### config.mk
export PLATFORM = sky130hd
export DESIGN_NAME = sprite_frame_compositor
export DESIGN_NICKNAME = d
export VERILOG_FILES = /design/src/rtl/sprite_frame_compositor.sv
export SDC_FILE = /design/constraint.sdc
export NUM_CORES = 1
export LEC_CHECK = 0
export CORE_MARGIN = 10
export CORE_UTILIZATION = 55
export DETAILED_ROUTE_END_ITERATION = 16
export PLACE_DENSITY = 0.81
export SETUP_SLACK_MARGIN = 0.3
export SLEW_MARGIN = 15
export SYNTH_ARGS = -nofsm -noshare
export SYNTH_HDL_FRONTEND = slang
export SYNTH_SLANG_ARGS = --single-unit
### constraint.sdc
create_clock -name clk -period 2.4 [get_ports clk]
set_input_delay 0.36 -clock clk [delete_from_list [all_inputs] [get_ports clk]]
set_output_delay 0.36 -clock clk [all_outputs]
set_load 0.05 [all_outputs]
### src/rtl/sprite_frame_compositor.sv
// Sprite compositor: per-frame shadow of game-logic sprite state, 5-box hit test,
// priority colour mux over background (2-cycle pipeline) and pacman death-flash FSM.
module sprite_frame_compositor #(
    parameter int SPRITE_W     = 16,
    parameter int SPRITE_H     = 16,
    parameter int H_ACTIVE     = 1280,
    parameter int V_ACTIVE     = 1024,
    parameter int FLASH_FRAMES = 8,
    parameter int FLASH_PHASES = 6
) (
    input  logic        clk,
    input  logic        rst,
    input  logic        frame_start,
    input  logic        pix_valid,
    input  logic [10:0] pix_x,
    input  logic [9:0]  pix_y,
    input  logic [11:0] bg_rgb,
    input  logic [10:0] pacman_pos_x,
    input  logic [9:0]  pacman_pos_y,
    input  logic [10:0] blinky_pos_x,
    input  logic [9:0]  blinky_pos_y,
    input  logic [10:0] pinky_pos_x,
    input  logic [9:0]  pinky_pos_y,
    input  logic [10:0] inky_pos_x,
    input  logic [9:0]  inky_pos_y,
    input  logic [10:0] clyde_pos_x,
    input  logic [9:0]  clyde_pos_y,
    input  logic        pacman_is_dead,
    input  logic [3:0]  pacman_moving_dir,
    output logic [11:0] rgb_out,
    output logic        rgb_valid,
    output logic [2:0]  sprite_hit_id,
    output logic        death_anim_done
);
    localparam int LXW = $clog2(SPRITE_W);
    localparam int LYW = $clog2(SPRITE_H);
    localparam int FCW = $clog2(FLASH_FRAMES + 1);
    localparam int PCW = $clog2(FLASH_PHASES + 1);

    typedef enum logic [1:0] {IDLE, FLASH, DONE} state_t;

    logic [10:0] pos_x_in [5];
    logic [9:0]  pos_y_in [5];
    logic [10:0] sx_q [5], sx_d [5];
    logic [9:0]  sy_q [5], sy_d [5];
    logic        dead_q, dead_d;
    logic [3:0]  dir_q, dir_d;
    logic        en_q, en_d;

    state_t         state_q, state_d;
    logic [FCW-1:0] frame_cnt_q, frame_cnt_d;
    logic [PCW-1:0] phase_cnt_q, phase_cnt_d;
    logic           done_q, done_d;

    logic [4:0]     s1_hit_q, s1_hit_d;
    logic [LXW-1:0] s1_lx_q, s1_lx_d;
    logic [LYW-1:0] s1_ly_q, s1_ly_d;
    logic [11:0]    s1_bg_q;
    logic           s1_valid_q;
    logic [3:0]     s1_dir_q;
    logic           s1_vis_q, s1_vis_d;

    logic [11:0] rgb_q, rgb_d;
    logic        valid_q;
    logic [2:0]  id_q, id_d;

    logic [10:0] dx;
    logic [9:0]  dy;
    logic        mid_x, mid_y, mouth, pac_hit;

    always_comb begin
        pos_x_in = '{pacman_pos_x, blinky_pos_x, pinky_pos_x, inky_pos_x, clyde_pos_x};
        pos_y_in = '{pacman_pos_y, blinky_pos_y, pinky_pos_y, inky_pos_y, clyde_pos_y};
        sx_d   = sx_q;
        sy_d   = sy_q;
        dead_d = dead_q;
        dir_d  = dir_q;
        en_d   = en_q;
        if (frame_start) begin
            sx_d   = pos_x_in;
            sy_d   = pos_y_in;
            dead_d = pacman_is_dead;
            en_d   = 1'b1;
            if (pacman_moving_dir != 4'b0 &&
                (pacman_moving_dir & (pacman_moving_dir - 4'd1)) == 4'b0)
                dir_d = pacman_moving_dir;
        end
    end

    // Sums are widened by one bit so boxes near the right/bottom edge clip instead of wrapping.
    always_comb begin
        s1_hit_d = '0;
        for (int unsigned i = 0; i < 5; i++) begin
            s1_hit_d[i] = en_q
                && ({1'b0, sx_q[i]} < 12'(H_ACTIVE))
                && ({1'b0, sy_q[i]} < 11'(V_ACTIVE))
                && (pix_x >= sx_q[i])
                && ({1'b0, pix_x} < ({1'b0, sx_q[i]} + 12'(SPRITE_W)))
                && (pix_y >= sy_q[i])
                && ({1'b0, pix_y} < ({1'b0, sy_q[i]} + 11'(SPRITE_H)));
        end
        dx      = pix_x - sx_q[0];
        dy      = pix_y - sy_q[0];
        s1_lx_d = dx[LXW-1:0];
        s1_ly_d = dy[LYW-1:0];
        case (state_q)
            IDLE:    s1_vis_d = 1'b1;
            FLASH:   s1_vis_d = ~phase_cnt_q[0];
            default: s1_vis_d = 1'b0;
        endcase
    end

    always_comb begin
        mid_x = (s1_lx_q >= LXW'(SPRITE_W / 4)) && (s1_lx_q < LXW'(3 * SPRITE_W / 4));
        mid_y = (s1_ly_q >= LYW'(SPRITE_H / 4)) && (s1_ly_q < LYW'(3 * SPRITE_H / 4));
        case (s1_dir_q)
            4'b0001: mouth = mid_y && (s1_lx_q >= LXW'(3 * SPRITE_W / 4));
            4'b0010: mouth = mid_x && (s1_ly_q <  LYW'(SPRITE_H / 4));
            4'b0100: mouth = mid_x && (s1_ly_q >= LYW'(3 * SPRITE_H / 4));
            4'b1000: mouth = mid_y && (s1_lx_q <  LXW'(SPRITE_W / 4));
            default: mouth = 1'b0;
        endcase
        pac_hit = s1_hit_q[0] && s1_vis_q && !mouth;
        rgb_d   = '0;
        id_d    = '0;
        if (s1_valid_q) begin
            if (pac_hit)          begin rgb_d = 12'hFF0; id_d = 3'd1; end
            else if (s1_hit_q[1]) begin rgb_d = 12'hF00; id_d = 3'd2; end
            else if (s1_hit_q[2]) begin rgb_d = 12'hF8C; id_d = 3'd3; end
            else if (s1_hit_q[3]) begin rgb_d = 12'h0FF; id_d = 3'd4; end
            else if (s1_hit_q[4]) begin rgb_d = 12'hF80; id_d = 3'd5; end
            else                  rgb_d = s1_bg_q;
        end
    end

    // FSM decisions use the dead flag being latched on this same frame_start.
    always_comb begin
        state_d     = state_q;
        frame_cnt_d = frame_cnt_q;
        phase_cnt_d = phase_cnt_q;
        if (frame_start) begin
            case (state_q)
                IDLE: if (dead_d) begin
                    state_d     = FLASH;
                    frame_cnt_d = '0;
                    phase_cnt_d = '0;
                end
                FLASH: begin
                    if (!dead_d) begin
                        state_d = IDLE;
                    end else if (frame_cnt_q == FCW'(FLASH_FRAMES - 1)) begin
                        frame_cnt_d = '0;
                        phase_cnt_d = phase_cnt_q + 1'b1;
                        if (phase_cnt_q == PCW'(FLASH_PHASES - 1)) state_d = DONE;
                    end else begin
                        frame_cnt_d = frame_cnt_q + 1'b1;
                    end
                end
                default: if (!dead_d) state_d = IDLE;
            endcase
        end
        done_d = (state_d == DONE);
    end

    always_ff @(posedge clk) begin
        if (rst) begin
            sx_q        <= '{default: '0};
            sy_q        <= '{default: '0};
            dead_q      <= 1'b0;
            dir_q       <= 4'b0001;
            en_q        <= 1'b0;
            state_q     <= IDLE;
            frame_cnt_q <= '0;
            phase_cnt_q <= '0;
            done_q      <= 1'b0;
            s1_hit_q    <= '0;
            s1_lx_q     <= '0;
            s1_ly_q     <= '0;
            s1_bg_q     <= '0;
            s1_valid_q  <= 1'b0;
            s1_dir_q    <= 4'b0001;
            s1_vis_q    <= 1'b0;
            rgb_q       <= '0;
            valid_q     <= 1'b0;
            id_q        <= '0;
        end else begin
            sx_q        <= sx_d;
            sy_q        <= sy_d;
            dead_q      <= dead_d;
            dir_q       <= dir_d;
            en_q        <= en_d;
            state_q     <= state_d;
            frame_cnt_q <= frame_cnt_d;
            phase_cnt_q <= phase_cnt_d;
            done_q      <= done_d;
            s1_hit_q    <= s1_hit_d;
            s1_lx_q     <= s1_lx_d;
            s1_ly_q     <= s1_ly_d;
            s1_bg_q     <= bg_rgb;
            s1_valid_q  <= pix_valid;
            s1_dir_q    <= dir_q;
            s1_vis_q    <= s1_vis_d;
            rgb_q       <= rgb_d;
            valid_q     <= s1_valid_q;
            id_q        <= id_d;
        end
    end

    assign rgb_out         = rgb_q;
    assign rgb_valid       = valid_q;
    assign sprite_hit_id   = id_q;
    assign death_anim_done = done_q;
endmodule

# Yosys cells after proc, flatten, opt, wreduce, memory -nomap -nowiden
# Cells that the tools add are included.
# totals
register_bits	168
latch_bits	0
mem_bits_rw	0
mem_bits_ro	0
inputBits	147
out_inout_bits	17
wordCells	167
memories	0
# op_classes
n_addsub	15
n_mul	0
div_mod_pow	0
magnitude_cmp	33
n_eq_ne	11
shifts	0
mux	28
bitwise	3
n_reduce_logical	46
# ops
operator	n
$add 11x5->12 const B	5
$lt 11x12->1	5
$mux 12	5
$add 10x5->11 const B	5
$ge 11x11->1	5
$lt 10x11->1	5
$lt 11x11->1 const B	5
$ge 10x10->1	5
$logic_and 1x1->1	34
$mux 2	8
$mux 3	5
$mux 4	3
$eq 4x3->1 const B	2
$ge 4x3->1 const B	2
$ge 4x4->1 const B	2
$lt 4x3->1 const B	2
$lt 4x4->1 const B	2
$pmux 4 s2	1
$sub 4x4->4	2
$ne 2x2->1 const B	3
$pmux 3 s2	1
$reduce_and 5->1	1
$reduce_or 5->1	1
$add 4x1->4 const B	1
24 further kinds	26

# Longest topological paths before layout
# logic_depth
depth_word	7
depth_mapped	11
mapped_depth_nobuf	11

# Least setup slack after synthesis
# Ideal clock, no wire load.
# synth_timing
path_kind	register -> register
startpoint	register sy_q[24] (netlist bit)
endpoint	register s1_hit_q[2]
setup_time_ns	0.079
arrival_ns	2.121
t_required_ns	2.321
slack_ns	0.200
stages_incl_launch_ff	10
path_buffers	0
period_less_slack_ns	2.200
path_cell_list	dfxtp_1 > ha_1 > nand3_1 > xnor2_1 > ha_1 > a211o_1 > nor4_1 > nor3_1 > or3_1 > a211oi_2
# synth_via
elab_chain_len	3
elab_cells_between_ends	5
cone_classes	add/sub: 1; order compare: 2; reduce/logical: 2
# synth_lines
element	line	source
from (decl)	45	logic [9:0] sy_q [5], sy_d [5];
from (signal assigned)	188	sy_q <= sy_d;
$add 10x5->11 / $ge 10x10->1 (equally long branches)	100, 99	
$lt 10x11->1 / $logic_and 1x1->1 (equally long branches)	100, 99	
$logic_and 1x1->1 *	100	&& ({1'b0, pix_y} < ({1'b0, sy_q[i]} + 11'(SPRITE_H)));
to (signal assigned)	196	s1_hit_q <= s1_hit_d;
to (decl)	55	logic [4:0] s1_hit_q, s1_hit_d;
# Mark *: on every way between the ends. The rest lies on a longest branch, timed or not.
# A chain may end at the register's enable or synchronous reset.

# Final worst setup path
# layout_timing
startpoint	register sx_q[18] (netlist bit)
endpoint	register s1_hit_q[3]
# layout_via
elab_chain_len	6
elab_cells_between_ends	9
cone_classes	add/sub: 1; order compare: 3; reduce/logical: 5
# layout_lines
element	line	source
from (decl)	44	logic [10:0] sx_q [5], sx_d [5];
from (signal assigned)	167	sx_q <= '{default: '0};
from (signal assigned)	187	sx_q <= sx_d;
parallel branches: the longest is 3 deep, another holds $add 11x5->12	-	
$logic_and 1x1->1 *	98	&& ({1'b0, pix_x} < ({1'b0, sx_q[i]} + 12'(SPRITE_W)))
$logic_and 1x1->1 *	99	&& (pix_y >= sy_q[i])
$logic_and 1x1->1 *	100	
# Every way passes the cells marked *.

==> metrics.txt <==
share of layout cells above drive strength 1=11.7%; first-pass GRT wire length=46.2 mm; global route hottest layer=met2; worst-path fanout max=2; Finished Layout Cells=1724; Clock Tree Root=clkbuf_16; clk_lat worst skew=0.43 ns; EDFF count, synth=0; Die Y-Extent=160 µm; Yosys top cell by area=dfxtp_1; Slew HR=53.3%; Sw Ratio=28.9%; row count=51; CTS sink count=163; H-tree depth=4; Clock Skew=0.00705 ns; RSZ-0062 raised after global routing=true; crit end category=flop; Vias=9441; leakage=5.99 nW; Req. time, crit path=2.75 ns; Fin Hold WS=0.362 ns; M2 GR Usage=37.0%; ANT nets after route=0; layout net count=1782; max-slew violations=0; TritonCTS clock tree=built; most frequent cells in the layout=183 x ha_1, 161 x clkdlybuf4s50_1, 148 x nor2_1; sequential area share after synthesis=30.2%; Die X=160 µm; share of total power in sequential cells=40.5%; Worst VDD drop=0.000502 V; largest family of logic cells by synthesized area=adder cells; Synth Area in Adders=21.7%; Comb power frac=23.6%; FF+latch count, synth=163; Synth Area in Compound Gates=13.0%; Core Region=19400 µm²; Post-Route WL=28.7 mm; crit path time final=2.30 ns; Placed Cells=1682; GPL Wtd Cong=0.904; outcome=finished clean; post-synth cell types=55; IO Port Bufs=163; Final Power=7.32 mW; Core Util, Final=72.3%; Max-cap violations=0; Clock power frac=35.9%; pwr/cell area=522 nW/µm²; io pins=164; Simple-Gate Fraction of Synth Area=15.8%; Mapped Cells=1234; initial antenna violation count=0; Tot GR Track Use=21.5%; met3 global-route usage=4.04%; Crit Path Class=flop to flop; CP Data Arrival Time=2.64 ns; Antenna diodes=0; # setup viols final=0; Pint=5.21 mW; Synth top area share=30.2%; DRC=0; multiplexer area fraction after synthesis=9.92%; TritonRoute pass-1 iters=6; Psw=2.12 mW; Slew @ Worst Pin=0.700 ns; met1 Usage GRT=26.4%; Primary FF master, synth=dfxtp_1; vias in the first global route=9545; Initial Utilization=55.7%; Reg clk slew, reported paths=0.07 ns; clk buf depth=2; ranking of synthesized cells by area=dfxtp_1 30%, ha_1 22%, mux2i_1 9.9%; Mean Syn Cell Area=8.75 µm²; fin crit share=95.8%; area grow syn2layout=29.9%; crit start category=flop; largest net degree at the start of global routing=143; worst slack, placed=-0.123 ns; xor and xnor area share after synthesis=3.97%; Fin. Hold Viols=0; Mapped Area=10800 µm²; CTS Buf Count=17; DR vias/cell=5.48; ys async rst share=0%; Peak Freq=0.435 GHz; hpwl dp=21.7 mm; setup ws final=0.101 ns; Avg WL per Cell=16.7 µm; Synth Net Count=1568; initial DRC count=507; yosys warns=0; grt ovf=0; most common cell after layout, fill and taps aside=ha_1; HP Class=primary input to flop; die area=25600 µm²
[flip-flops by register name, summed over array words and instances, names as in the netlist]
name             count
sx_q                55
sy_q                50
rgb_out             12
s1_bg_q             12
s1_hit_q             5
dir_q                4
frame_cnt_q          4
s1_dir_q             4
phase_cnt_q          3
sprite_hit_id        3
s1_lx_q              2
s1_ly_q              2
state_q              2
death_anim_done      1
en_q                 1
rgb_valid            1
s1_valid_q           1
s1_vis_q             1
[critical path, cell delays in order (launching register included)]
cell and delay (ns):
dfxtp_2 0.34, inv_2 0.05, nor3_4 0.19, nand3_2 0.11, xnor2_1 0.21, ha_1 0.28, a211o_1 0.36, o221ai_2 0.23
a211oi_2 0.10, buf_4 0.16, nor4_4 0.19
[final timing paths]
path,start,to,slack (ns),depth (start not counted)
hold reg to reg,dir_q[0],s1_dir_q[0],0.44,1
setup reg to reg,sx_q[18],s1_hit_q[3],0.10,10
setup / recovery,sx_q[18],s1_hit_q[3],0.10,10
hold / removal,frame_start,state_q[0],0.36,4
[per-layer routing]
| metal | wire [µm] | share of wire (%) | up-vias |
|---|---|---|---|
| met5 | 0 | 0 | - |
| met4 | 607 | 2.1 | 0 |
| met3 | 1370 | 4.8 | 39 |
| met2 | 14000 | 49 | 240 |
| met1 | 12700 | 44 | 4387 |
| li1 | - | - | 4775 |
[cells in the mapped netlist, types with 3 or more instances]
| master | number |
|---|---|
| ha_1 | 187 |
| dfxtp_1 | 163 |
| nor2_1 | 148 |
| inv_1 | 109 |
| mux2i_1 | 107 |
| a21oi_1 | 60 |
| xnor2_1 | 46 |
| nand3_1 | 40 |
| nor3_1 | 40 |
| o21ai_0 | 40 |
| nand2_1 | 37 |
| nor2b_1 | 28 |
| nand2b_1 | 24 |
| clkbuf_1 | 20 |
| o21ai_1 | 18 |
| a21o_1 | 15 |
| a211oi_1 | 14 |
| nor4_1 | 12 |
| o21a_1 | 12 |
| o211ai_1 | 11 |
| a2111oi_0 | 10 |
| inv_2 | 10 |
| buf_2 | 8 |
| nand4_1 | 6 |
| o2111ai_1 | 6 |
| a211o_1 | 4 |
| a31oi_1 | 4 |
| buf_1 | 4 |
| nand3b_1 | 4 |
| nand4b_1 | 4 |
| o31ai_1 | 4 |
| a41oi_1 | 3 |
| o21bai_1 | 3 |
| o311a_1 | 3 |
| xor2_1 | 3 |
[power by group through the flow]
stage	Combinational (mW)	Sequential, mW	Clock, mW
6_report	1.73	2.97	2.63
5_1_grt	1.93	2.98	2.78
4_1_cts	1.68	2.96	2.66
3_5_place_dp	1.64	3.02	0
3_3_place_gp	1.59	3.02	0
2_1_floorplan	0.975	3.01	0
[stage by stage]
step | TNS, ns | area, µm²
final | 0 | 14000
after detailed placement | -0.414 | 13100
after CTS | 0 | 13800
after global placement | -0.306 | 13100
after global routing | -0.0619 | 14000
after floorplan | 0 | 10800
[repair_timing]
action	4_1_cts	5_1_grt
pin swaps	9	17
hold buffers	0	0
setup endpoints to repair	5	5
gates resized for setup	29	42
buffers inserted	6	6
[cells by family after synthesis]
| logic type | count (synthesis) |
|---|---|
| AO/OA/AOI/OAI | 217 |
| XOR/XNOR | 49 |
| adder cells (fa/ha/maj) | 187 |
| buffers and inverters | 154 |
| flip-flops | 163 |
| multiplexers | 107 |
| AND/OR/NAND/NOR | 357 |
[final cells by class]
class,count,area [µm²]
Inverter,121,459
Sequential cell,163,3310
Multi-Input combinational cell,917,7180
Clock inverter,10,101
Fill cell,1473,5370
Timing Repair Buffer,228,2180
Tap cell,265,332
Clock buffer,20,457
Note: power is estimated with default switching activity, not from simulation.
